File: config.mk
export PLATFORM = sky130hd
export DESIGN_NAME = instr_fetch
export DESIGN_NICKNAME = d
export VERILOG_FILES = /design/src/rtl/instr_fetch.sv
export SDC_FILE = /design/constraint.sdc
export NUM_CORES = 1
export LEC_CHECK = 0
export ABC_AREA = 1
export CORE_MARGIN = 4
export CORE_UTILIZATION = 35
export CTS_BUF_LIST = sky130_fd_sc_hd__clkbuf_2 sky130_fd_sc_hd__clkbuf_4 sky130_fd_sc_hd__clkbuf_8
export DETAILED_ROUTE_END_ITERATION = 6
export MAX_ROUTING_LAYER = met4
export PLACE_DENSITY = 0.78
export SLEW_MARGIN = 20
export SYNTH_ARGS = -nofsm -noshare
export SYNTH_HDL_FRONTEND = slang
export SYNTH_SLANG_ARGS = --single-unit
File: constraint.sdc
create_clock -name clk_i -period 2.45 [get_ports clk_i]
set_clock_uncertainty 0.15 [all_clocks]
set_input_delay 0.6125 -clock clk_i [delete_from_list [all_inputs] [get_ports clk_i]]
set_output_delay 0.6125 -clock clk_i [all_outputs]
set_load 0.01 [all_outputs]
File: src/rtl/instr_fetch.sv
// instr_fetch: single-issue instruction fetch from a one-cycle synchronous ROM
// with stall hold, jump redirect and out-of-range error trapping.
module instr_fetch #(
   parameter logic [31:0] BOOT_ADDR      = 32'h0000_0000,
   parameter int          MEM_SIZE_WORDS = 2**12
) (
   input  logic        clk_i,
   input  logic        rstn_i,
   output logic [31:0] rom_addr_o,
   input  logic [31:0] rom_rdata_i,
   input  logic        stall_i,
   input  logic        jmp_i,
   input  logic [31:0] jmp_addr_i,
   output logic [31:0] instr_o,
   output logic [31:0] instr_addr_o,
   output logic        instr_valid_o,
   output logic        instr_err_o
);
   localparam logic [32:0] LIMIT = 33'(MEM_SIZE_WORDS) << 2;
   localparam logic [31:0] NOP   = 32'h0000_0013;
   typedef enum logic [1:0] {BOOT, RUN, ERR} state_t;
   state_t      state_q, state_d;
   logic [31:0] iaddr_q;
   logic        unused_jmp_lsb;
   assign unused_jmp_lsb = ^jmp_addr_i[1:0];
   always_ff @(posedge clk_i or negedge rstn_i)
      if (!rstn_i) begin
         state_q <= BOOT;
         iaddr_q <= BOOT_ADDR;
      end else begin
         state_q <= state_d;
         iaddr_q <= rom_addr_o;
      end
   // Range is judged on the 33-bit address so a full 4 GiB ROM never traps.
   always_comb
      state_d = (state_q == ERR && !jmp_i) ? ERR : ({1'b0, rom_addr_o} >= LIMIT) ? ERR : RUN;
   always_comb begin
      rom_addr_o    = state_q == BOOT ? BOOT_ADDR :
                      jmp_i ? {jmp_addr_i[31:2], 2'b00} :
                      (state_q == ERR || stall_i) ? iaddr_q : iaddr_q + 32'd4;
      instr_valid_o = state_q == RUN && !jmp_i;
      instr_o       = instr_valid_o ? rom_rdata_i : NOP;
      instr_err_o   = state_q == ERR;
   end
   assign instr_addr_o = iaddr_q;
endmodule

Word-level counts from Yosys, hierarchy flattened

Cells that the tools add are included.

Input bits: 68
Register bits after elaboration: 34
Word-level logic and storage cells: 17
Output and inout bits: 98

Eq/ne operators: 2
Order comparisons: 1
Reduce and logical (&&, ||, !) cells: 5
Multiplexer cells: 6
Add/sub/neg operators: 1

Operator list:

| kind                    | number |
|---|---|
| $mux W32                | 4 |
| $add A32 B3 Y32 const B | 1 |
| $ge A32 B15 Y1 const B  | 1 |
| $mux W2                 | 2 |
| $eq A2 B1 Y1 const B    | 1 |
| $eq A2 B2 Y1 const B    | 1 |
| $logic_and A1 B1 Y1     | 2 |
| $logic_not A2 Y1        | 1 |
| $logic_not A1 Y1        | 1 |
| $logic_or A1 B1 Y1      | 1 |

Logic depth before layout (Yosys ltp)

Gate-level depths: netlist of run 1.

Depth after elaboration: 8
Gate-level depth with buffers: 14
Depth with buffers taken out: 14

Worst setup path before layout of run 1

Ideal clock, no wire load.

Path kind: reg2out
Start point: register iaddr_q[3], in the netlist instr_addr_o[3]
End point: output rom_addr_o[12]
Stages on the path, launching flop included: 9
Data required time: 1688 ps
Arrival time: 1633 ps
Buffers on the path: 0
Slack: 55 ps
Cell sequence: dfrtp_1 -> ha_1 -> inv_1 -> nor2_2 -> nand2_1 -> nor2_4 -> nand2_1 -> or2_2 -> a31oi_1

Longest elaborated chain between the ends: 4

RTL lines:

| item                   | line | text |
|---|---|---|
| start, declared        | 23   | `logic [31:0] iaddr_q;` |
| start signal, assigned | 32   | `iaddr_q <= rom_addr_o;` |
| $add A32 B3 Y32        | 40   | `(state_q == ERR \|\| stall_i) ? iaddr_q : iaddr_q + 32'd4;` |
| $mux W32               | 40   |  |
| $mux W32               | 39   | `jmp_i ? {jmp_addr_i[31:2], 2'b00} :` |
| $mux W32               | 38   | `rom_addr_o = state_q == BOOT ? BOOT_ADDR :` |
| end, declared          | 9    | `output logic [31:0] rom_addr_o,` |

Every way passes these cells.

Worst setup path after layout of run 1

Start point: register state_q[0]
End point: output rom_addr_o[19]

Longest elaborated chain between the ends: 5
Elaborated cells between the ends (all ways): 6
Classes of those cells: eq/ne: 1; mux: 3; reduce/logical: 2

RTL lines:

| item                   | line | text |
|---|---|---|
| start, declared        | 22   | `state_t state_q, state_d;` |
| start signal, assigned | 31   | `state_q <= state_d;` |
| $eq A2 B2 Y1           | 40   |  |
| $logic_or A1 B1 Y1     | 40   |  |
| $mux W32               | 40   |  |
| $mux W32               | 39   |  |
| $mux W32 (*)           | 38   |  |

Every way passes the cells marked *; elsewhere a longest branch is shown, timed or not.

==> results of run 1 <==
cell usage after synthesis:
master / n / area [sq um]
nor2_1: 96 / 360
nor3_1: 2 / 10.0
nand3_1: 41 / 205
nor2_4: 2 / 22.5
nand3_2: 3 / 30.0
xor2_1: 1 / 8.76
inv_2: 3 / 11.3
o21ai_0: 12 / 60.1
nand3b_1: 7 / 52.6
nor2_8: 1 / 20.0
a21oi_1: 2 / 10.0
a21oi_4: 1 / 16.3
o211ai_1: 8 / 60.1
and2_1: 2 / 12.5
nand2_2: 13 / 81.3
clkbuf_2: 1 / 5.00
nand4_1: 12 / 75.1
inv_1: 92 / 345
clkbuf_1: 8 / 30.0
buf_1: 2 / 7.51
nor2_2: 9 / 56.3
a31oi_1: 3 / 18.8
or2_2: 7 / 43.8
nand2_1: 92 / 345
buf_2: 2 / 10.0
ha_1: 1 / 12.5
dfrtp_1: 34 / 851
o21ai_1: 3 / 15.0
how the worst min path moves through the flow:
stage	to	from
detailed placement	instr_addr_o[0]$_DFF_PN0_	instr_addr_o[0]$_DFF_PN0_
floorplan	instr_addr_o[0]$_DFF_PN0_	rstn_i
finish	instr_addr_o[25]$_DFF_PN0_	rstn_i
global route	instr_addr_o[25]$_DFF_PN0_	rstn_i
CTS	instr_addr_o[25]$_DFF_PN0_	rstn_i
global placement	instr_addr_o[1]$_DFF_PN0_	instr_addr_o[1]$_DFF_PN0_
repair_timing:
item                       in CTS  in global routing
setup endpoints to repair      66                 66
pin swaps                      39                 59
setup buffers                  52                 51
resized for setup             339                211
hold buffers                    0                  0
gates cloned                    3                  2
state kept, by name, indices dropped and copies added, names as in the netlist:
| name | flops |
|---|---|
| state_q | 2 |
| instr_addr_o | 32 |
layout make-up:
cell class / instances / area [sq um] / area share (%)
diodes: 1 / 2.50 / 0.0356
well taps: 102 / 128 / 1.82
repair buffers: 361 / 3370 / 48.0
clock inverters: 1 / 5.00 / 0.0712
flip-flops and latches: 34 / 857 / 12.2
clock buffers: 7 / 90.1 / 1.28
multi-input cells: 320 / 2200 / 31.3
inverters: 95 / 369 / 5.25
routing by layer:
metal / vias up / global-route usage (%)
met2: 581 / 54.3
met1: 2450 / 31.6
met4: 0 / 17.2
li1: 2127 / -
met3: 241 / 6.03
met5: - / -
through the flow:
| stage | instance area [sq um] | setup TNS (ns) | utilization (%) | hold WS, ns | cells |
|---|---|---|---|---|---|
| after floorplan | 2780 | 0 | - | 0.167 | 460 |
| after global placement | 5260 | -47.18 | 68.1 | 0.360 | 815 |
| after detailed placement | 5260 | -49.01 | 68.1 | 0.372 | 815 |
| after CTS | 5890 | -4.77 | 76.3 | 0.290 | 878 |
| after global routing | 7030 | -25.49 | 90.9 | 0.311 | 921 |
| final | 7030 | -21.70 | 90.9 | 0.247 | 921 |
cell families after synthesis:
group                    share of synthesized area (%)
AND/OR/NAND/NOR                                   47.4
buffers and inverters                             14.7
flip-flops                                        30.6
AO/OA/AOI/OAI                                     6.49
XOR/XNOR                                         0.316
adder cells (fa/ha/maj)                          0.451
report_power, final:
part	internal [mW]	switching (mW)
Combinational	0.607	0.582
Clock	0.239	0.269
Sequential	0.606	0.0700
==> qor.yml, run 1 <==
layout:
  nNetsFinal: 886
  drive_gt1_share_pct: 54.0
  fillers: 292
  layout_common_cells: "buf_4, clkdlybuf4s50_1, buf_6, inv_1, nand2_1"
  final_common_cell: "buf_4"
  area_growth_syn_to_layout_pct: 153
power_and_ir_drop:
  p_leak_nw: 3.47
  p_total_mw: 2.37
  power.density_nw_per_um2: 338
  ir_worst_vdd_uv: 282
placement:
  dpl_worst_slack_ns: -0.890
  numPortBuffers: 163
  place_congestion: 0.976
  dpl.hpwl_um: 9110
setup_path:
  slowest_delay_ns: 0.42
  reg2regPathDepth: 20
  crit_fanout: 7
  crit_end: "rom_addr_o[19]"
  cp_slowest_cell: "dfrtp_1"
  cp_cell_sequence: "inv_2 -> a21oi_4 -> nand2_8 -> nor2_4 -> nand3_1 -> nand2_1 -> nand3_1 -> nand2_1 -> inv_1 -> clkbuf_2"
  r2r_slack_ns: -0.48
  cp.buffers_inverters: 3
  worstSetupPathType: "reg2out"
  reg2reg_from: "instr_addr_o[2]$_DFF_PN0_"
  cp_data_arrival_time_ns: 2.25
  cp_num_cells: 10
  required_ns: 1.69
  endpoint_kind: "output port"
  r2r-end: "instr_addr_o[18]$_DFF_PN0_"
  crit_family: "simple AND/OR/NAND/NOR gates"
  startpoint: "state_q[0]$_DFF_PN0_"
  startpoint_type: "flip-flop"
die:
  die_y_um: 97.1
  fp.dieW_um: 97.1
  dieArea_sq_um: 9420
  start_util_pct: 35.9
  fp.coreArea_sq_um: 7730
  io_pins: 166
  num_rows: 32
yosys:
  synth_nets: 529
  synth_area_sq_um: 2780
  ys_seq_elements: 34
  synth_cell_types: 28
  postSynthCellCount: 460
  yosysSeqAreaShare_pct: 30.6
  syn_avg_cell_area_sq_um: 6.04
  yosysWarnings: 0
clock_network:
  h-tree-depth: 2
  clk_pin_slew_worst_paths_ns: 0.09
  cts_buffers: 5
  clockBufferDepth: 2
  clock_latency_ns: 0.33
  cts_tree: "built"
  clock-root-buffer: "clkbuf_8"
  cts_sinks: 34
drt:
  dr.pass1.iters: 7
  via_per_inst: 5.86
  wl_met1_um: 6920
  vias: 5399
  wl_per_cell_um: 23.8
  drtIter0Drc: 706
  drc: 0
  wl_um: 22000
  ant_nets: 0
  met3WireLength_um: 2760
  top_layer: "met4"
  wl_met2_um: 10100
hold_path:
  hold_class: "in2async"
sta:
  hold_viol: 0
  tightest_slew_ns: 0.881
  max-slew-margin-rel_pct: 41.3
  timing.final.crit_share_pct: 123
  rsz0062_at_grt: "true"
  drv_slew: 0
  setup_slack_ns: -0.564
  report.final.setup_viol: 65
  fmax_ghz: 0.332
  min_period_ns: 3.01
global_route:
  grt_pass1_vias: 4791
  antenna_found_initial: 1
  grt_max_degree: 35
  grt_pass1_wl_um: 23100
  grt_usage_pct: 30.6
  grt.overflow.total: 0
outcome:
  violations: "negative setup slack"
  status: "finished, violations left"
job:
  cap_violations: 0
Power figures use the tool's default switching activity.
==> inputs of run 2 (changes only) <==
clock period = 3.5 ns   (was 2.45 ns; I/O delays follow)
==> run 2 against run 1 <==
Effect of this change: the flow now finishes without violations; die area stayed put; register-to-register slack improved by 1.6 ns; utilization decreased by 26 points; global-route usage down 9.1 points; sequential power fell by 30%; critical path depth is 4 lower; critical path type is now in2out; worst hold slack improved by 0.13 ns; total power shrank 48%; largest power group is now sequential cells; worst setup slack better by 0.66 ns; largest cell class unchanged.
==> qor.yml, run 2 (synthesis results as in run 1) <==
outcome:
  status: "completed"
hold_path:
  hold_class: "reg2reg"
global_route:
  grt_usage_pct: 21.5  # -9.1 points
  antenna_found_initial: 0  # -1
  grt_max_degree: 41  # +17%
  grt_pass1_vias: 3443  # -28%
  grt.overflow.total: 0  # unchanged
  grt_pass1_wl_um: 16300  # -29%
sta:
  max-slew-margin-rel_pct: 47.1  # +5.8 points
  report.final.setup_viol: 0  # -100%
  tightest_slew_ns: 0.793  # -0.0876 ns
  hold_viol: 0  # unchanged
  hold_ws_ns: 0.380  # +0.133 ns
  rsz0062_at_grt: "false"
  fmax_ghz: 0.294
  timing.final.crit_share_pct: 97.2
  drv_slew: 0  # unchanged
  min_period_ns: 3.40
clock_network:
  clock-root-buffer: "clkbuf_8"
  cts_buffers: 5  # unchanged
  clock_latency_ns: 0.29  # -0.04 ns
  cts_tree: "built"
  h-tree-depth: 2  # unchanged
  cts_sinks: 34  # unchanged
  clockBufferDepth: 2  # unchanged
  clk_pin_slew_worst_paths_ns: 0.07  # -0.02 ns
power_and_ir_drop:
  ir_worst_vdd_uv: 192  # -32%
  p_leak_nw: 2.53  # -27%
  power.density_nw_per_um2: 247  # -27%
layout:
  post-route-util_pct: 64.5  # -26 points
  fin_area_sq_um: 4980  # -29%
  largest_reg_flops: 32  # unchanged
  area_growth_syn_to_layout_pct: 79.4
  diodes: 0  # -1
  nNetsFinal: 734  # -17%
  drive_gt1_share_pct: 15.6  # -38 points
  final_common_cell: "clkdlybuf4s50_1"
  finalNonFillerCells: 768  # -17%
  layout_common_cells: "clkdlybuf4s50_1, nor2_1, nand2_1, inv_1, buf_4"
  fillers: 683  # +130%
die:
  die_y_um: 97.1  # unchanged
  start_util_pct: 35.9  # unchanged
  io_pins: 166  # unchanged
  dieArea_sq_um: 9420  # unchanged
  fp.coreArea_sq_um: 7730  # unchanged
  fp.dieW_um: 97.1  # unchanged
  num_rows: 32  # unchanged
drt:
  wl_met1_um: 4250  # -39%
  top_layer: "met4"
  drc: 0  # unchanged
  via_per_inst: 4.65  # -21%
  wl_met2_um: 5100  # -49%
  dr.pass1.iters: 4  # -3
  vias: 3568  # -34%
  drtIter0Drc: 128  # -82%
  ant_nets: 0  # unchanged
  wl_per_cell_um: 13.4  # -44%
  met3WireLength_um: 719  # -74%
  wl_um: 10300  # -53%
setup_path:
  crit_family: "buffers and inverters"
  cp_cell_sequence: "dlygate4sd2_1 -> nor3_2 -> inv_2 -> buf_4 -> nor2_1 -> clkdlybuf4s50_1"
  required_ns: 2.47  # +0.78 ns
  cp.buffers_inverters: 4  # +1
  cp_slowest_cell: "clkdlybuf4s50_1"
  crit_fanout: 10  # +3
  slowest_delay_ns: 0.55  # +0.13 ns
  cp_data_arrival_time_ns: 2.38  # +0.13 ns
  worstSetupPathType: "in2out"
  endpoint_kind: "output port"
  startpoint_type: "primary input"
job:
  cap_violations: 0  # unchanged
placement:
  numPortBuffers: 163  # unchanged
  place_congestion: 0.991  # +1.5%
  dp_cells: 750  # -8.0%
  placed_area_sq_um: 4780  # -9.3%
  dpl.hpwl_um: 8120  # -11%
-- run 2: changes by cell type in the layout (fill, tap and decap cells not counted), moves of 18 or more --
cell | previous run | this run
buf_2 | 20 | 1
clkdlybuf4s50_1 | 94 | 134
nor2_1 | 60 | 95
nor2_4 | 40 | 5
buf_6 | 83 | 0
nand3_2 | 22 | 3
nand2_1 | 61 | 92
nand3_1 | 18 | 41
buf_4 | 147 | 45
nand2_2 | 36 | 10
inv_1 | 71 | 89
-- run 2: tightest hold or removal path, stage by stage, from the launching register on --
cell	delay (ns)
dfrtp_1	0.38
nand2_1	0.06
nor2_1	0.05
-- run 2: worst paths after layout --
check                                             end                      start  cells after the start  slack [ns]
max                                       instr_o[14]                      jmp_i                      6         0.1
min                         instr_addr_o[1]$_DFF_PN0_  instr_addr_o[1]$_DFF_PN0_                      2        0.38
max reg2reg                      state_q[1]$_DFF_PN0_  instr_addr_o[3]$_DFF_PN0_                     17        1.09
min reg2reg                 instr_addr_o[1]$_DFF_PN0_  instr_addr_o[1]$_DFF_PN0_                      2        0.38
max in group asynchronous  instr_addr_o[10]$_DFF_PN0_                     rstn_i                      1        2.18
min in group asynchronous  instr_addr_o[25]$_DFF_PN0_                     rstn_i                      1        0.52
-- run 2: repair_timing --
action	4_1_cts	5_1_grt
gates resized for setup	26	18
cloned	1	1
endpoints found under the setup margin	64	35
hold buffers	0	0
pin swaps	2	4
setup buffers	3	5
-- run 2: routing by layer --
metal  up-vias  track usage (%)
met5         -                -
met2       140             38.3
li1       1819                -
met1      1594             25.6
met3        15             3.16
met4         0             5.08
-- run 2: power breakdown --
group | leakage (nW) | internal, mW | total (mW) | switching (mW)
sequential | 0.385 | 0.424 | 0.473 | 0.0495
combinational | 2.09 | 0.237 | 0.440 | 0.204
clock | 0.0517 | 0.167 | 0.318 | 0.151
total | 2.53 | 0.827 | 1.23 | 0.404
-- run 2: stage by stage --
step           total power, mW  setup slack [ns]  TNS, ns
6_report                  1.23            0.0975        0
5_1_grt                   1.31           0.00580        0
4_1_cts                   1.24            -0.146    -1.00
3_5_place_dp             0.933            -0.413   -16.23
3_3_place_gp             0.927            -0.396   -15.81
2_1_floorplan            0.645             0.601        0
-- run 2: cell type report --
| cell class | count | area [sq um] | area share (%) |
|---|---|---|---|
| multi-input cells | 320 | 1570 | 31.5 |
| repair buffers | 209 | 1980 | 39.8 |
| inverters | 95 | 358 | 7.18 |
| flip-flops and latches | 34 | 851 | 17.1 |
| well taps | 102 | 128 | 2.56 |
| clock buffers | 7 | 90.1 | 1.81 |
| clock inverters | 1 | 5.00 | 0.100 |
==> inputs of run 3 (changes only) <==
CORE_MARGIN = default   (was 4)
clock period = 4.4 ns   (was 3.5 ns; I/O delays follow)
==> run 3 against run 2 <==
Effect of this change: via count down 2.9%; largest cell class unchanged; first-iteration DRC count rose by 45%; register-to-register slack better by 0.98 ns.
==> qor.yml, run 3 (synthesis results as in run 1) <==
drt:
  vias: 3463  # -2.9%
  drtIter0Drc: 185  # +45%
  wl_met1_um: 3990  # -6.3%
  drc: 0  # unchanged
  top_layer: "met4"
  via_per_inst: 4.71  # +1.3%
  wl_um: 9400  # -8.4%
  dr.pass1.iters: 4  # unchanged
  wl_met2_um: 4660  # -8.6%
  ant_nets: 0  # unchanged
  met3WireLength_um: 610  # -15%
  wl_per_cell_um: 12.8  # -4.5%
global_route:
  grt_pass1_vias: 3362  # -2.4%
  grt_usage_pct: 24.0  # +2.5 points
  grt.overflow.total: 0  # unchanged
  grt_pass1_wl_um: 15700  # -3.7%
  antenna_found_initial: 0  # unchanged
  grt_max_degree: 35  # -15%
layout:
  area_growth_syn_to_layout_pct: 69.4
  post-route-util_pct: 61.2  # -3.3 points
  nNetsFinal: 702  # -4.4%
  largest_reg_flops: 32  # unchanged
  layout_common_cells: "clkdlybuf4s50_1, nor2_1, inv_1, nand2_1, nand3_1"
  drive_gt1_share_pct: 10.1  # -5.5 points
  fillers: 728  # +6.6%
  finalNonFillerCells: 736  # -4.2%
  diodes: 0  # unchanged
  final_common_cell: "clkdlybuf4s50_1"
clock_network:
  clockBufferDepth: 2  # unchanged
  clk_pin_slew_worst_paths_ns: 0.07  # about the same
  clock_latency_ns: 0.29  # about the same
  h-tree-depth: 2  # unchanged
  cts_tree: "built"
  cts_buffers: 5  # unchanged
  cts_sinks: 34  # unchanged
  clock-root-buffer: "clkbuf_8"
power_and_ir_drop:
  seq_power_share_pct: 39.0  # +0.6 points
  power.density_nw_per_um2: 205  # -17%
  power_frac_comb_pct: 35.0  # -0.8 points
  power.share.clock_pct: 26.0  # +0.2 points
  p_leak_nw: 2.27  # -10%
  p_sw_share_pct: 32.5  # -0.32 points
  ir_worst_vdd_uv: 122  # -36%
  switchingPower_mw: 0.314  # -22%
  p_int_mw: 0.652  # -21%
sta:
  max-slew-margin-rel_pct: 70.4  # +23 points
  report.final.setup_viol: 0  # unchanged
  tightest_slew_ns: 0.445  # -0.349 ns
  fmax_ghz: 0.239
  setup_tns_ns: 0  # unchanged
  drv_slew: 0  # unchanged
  timing.final.crit_share_pct: 95.2
  min_period_ns: 4.19
  rsz0062_at_grt: "false"
  hold_viol: 0  # unchanged
  setup_slack_ns: 0.213  # +0.116 ns
die:
  dieArea_sq_um: 8290  # -12%
  num_rows: 32  # unchanged
  io_pins: 166  # unchanged
  die_y_um: 91.1  # -6.2%
  fp.dieW_um: 91.1  # -6.2%
  fp.coreArea_sq_um: 7690  # -0.52%
  start_util_pct: 36.1  # +0.19 points
placement:
  place_congestion: 0.911  # -8.0%
  dp_cells: 728  # -2.9%
  numPortBuffers: 163  # unchanged
  dpl_worst_slack_ns: -0.0396  # +0.374 ns
  dpl.hpwl_um: 7570  # -6.7%
hold_path:
  hold_class: "reg2reg"
  min_delay_path_depth: 2  # unchanged
setup_path:
  required_ns: 3.15  # +0.68 ns
  startpoint_type: "primary input"
  worstSetupPathType: "in2out"
  reg2regPathDepth: 14  # -3
  endpoint_kind: "output port"
  cp_data_arrival_time_ns: 2.94  # +0.56 ns
  crit_fanout: 21  # +11
job:
  cap_violations: 0  # unchanged
outcome:
  status: "completed"
-- run 3: cell type report --
class,count,area [sq um],area share [%]
well taps,102,128,2.71
multi-input cells,318,1520,32.3
flip-flops and latches,34,851,18.1
clock inverters,1,5.00,0.106
clock buffers,7,90.1,1.92
repair buffers,179,1750,37.2
inverters,95,357,7.58
-- run 3: critical path: stages --
cell and delay, ns:
clkdlybuf4s50_1 0.53, inv_1 0.15, buf_4 0.24, o21ai_0 0.12, a31oi_1 0.21, clkdlybuf4s50_1 0.58
-- run 3: final timing paths --
check | start | endpoint | slack [ns]
min in group asynchronous | rstn_i | instr_addr_o[25]$_DFF_PN0_ | 1.07
max reg2reg | instr_addr_o[3]$_DFF_PN0_ | state_q[1]$_DFF_PN0_ | 2.07
min reg2reg | instr_addr_o[1]$_DFF_PN0_ | instr_addr_o[1]$_DFF_PN0_ | 0.39
min | instr_addr_o[1]$_DFF_PN0_ | instr_addr_o[1]$_DFF_PN0_ | 0.39
max in group asynchronous | rstn_i | instr_addr_o[6]$_DFF_PN0_ | 2.71
max | jmp_i | rom_addr_o[3] | 0.21
-- run 3: through the flow --
stage | hold slack (ns) | cell area (sq um) | power [mW]
2_1_floorplan | 0.438 | 2780 | 0.513
3_3_place_gp | 0.361 | 4600 | 0.716
3_5_place_dp | 0.364 | 4600 | 0.721
4_1_cts | 0.385 | 4700 | 0.975
5_1_grt | 0.427 | 4700 | 1.02
6_report | 0.386 | 4700 | 0.966
-- run 3: what timing repair did --
item / in CTS / in global routing
gates resized for setup: 2 / 3
endpoints found under the setup margin: 2 / 34
hold buffers: 0 / 0
buffers inserted: 0 / 0
-- run 3: routing by layer --
metal | up-vias | GRT usage (%)
li1 | 1752 | -
met1 | 1556 | 28.7
met2 | 141 | 42.0
met3 | 14 | 3.94
met4 | 0 | 6.22
met5 | - | -
-- run 3: power groups by stage --
stage / clock [mW] / sequential, mW / combinational, mW
finish: 0.251 / 0.377 / 0.338
global route: 0.267 / 0.383 / 0.372
CTS: 0.258 / 0.376 / 0.341
detailed placement: 0 / 0.382 / 0.339
global placement: 0 / 0.381 / 0.335
floorplan: 0 / 0.382 / 0.131
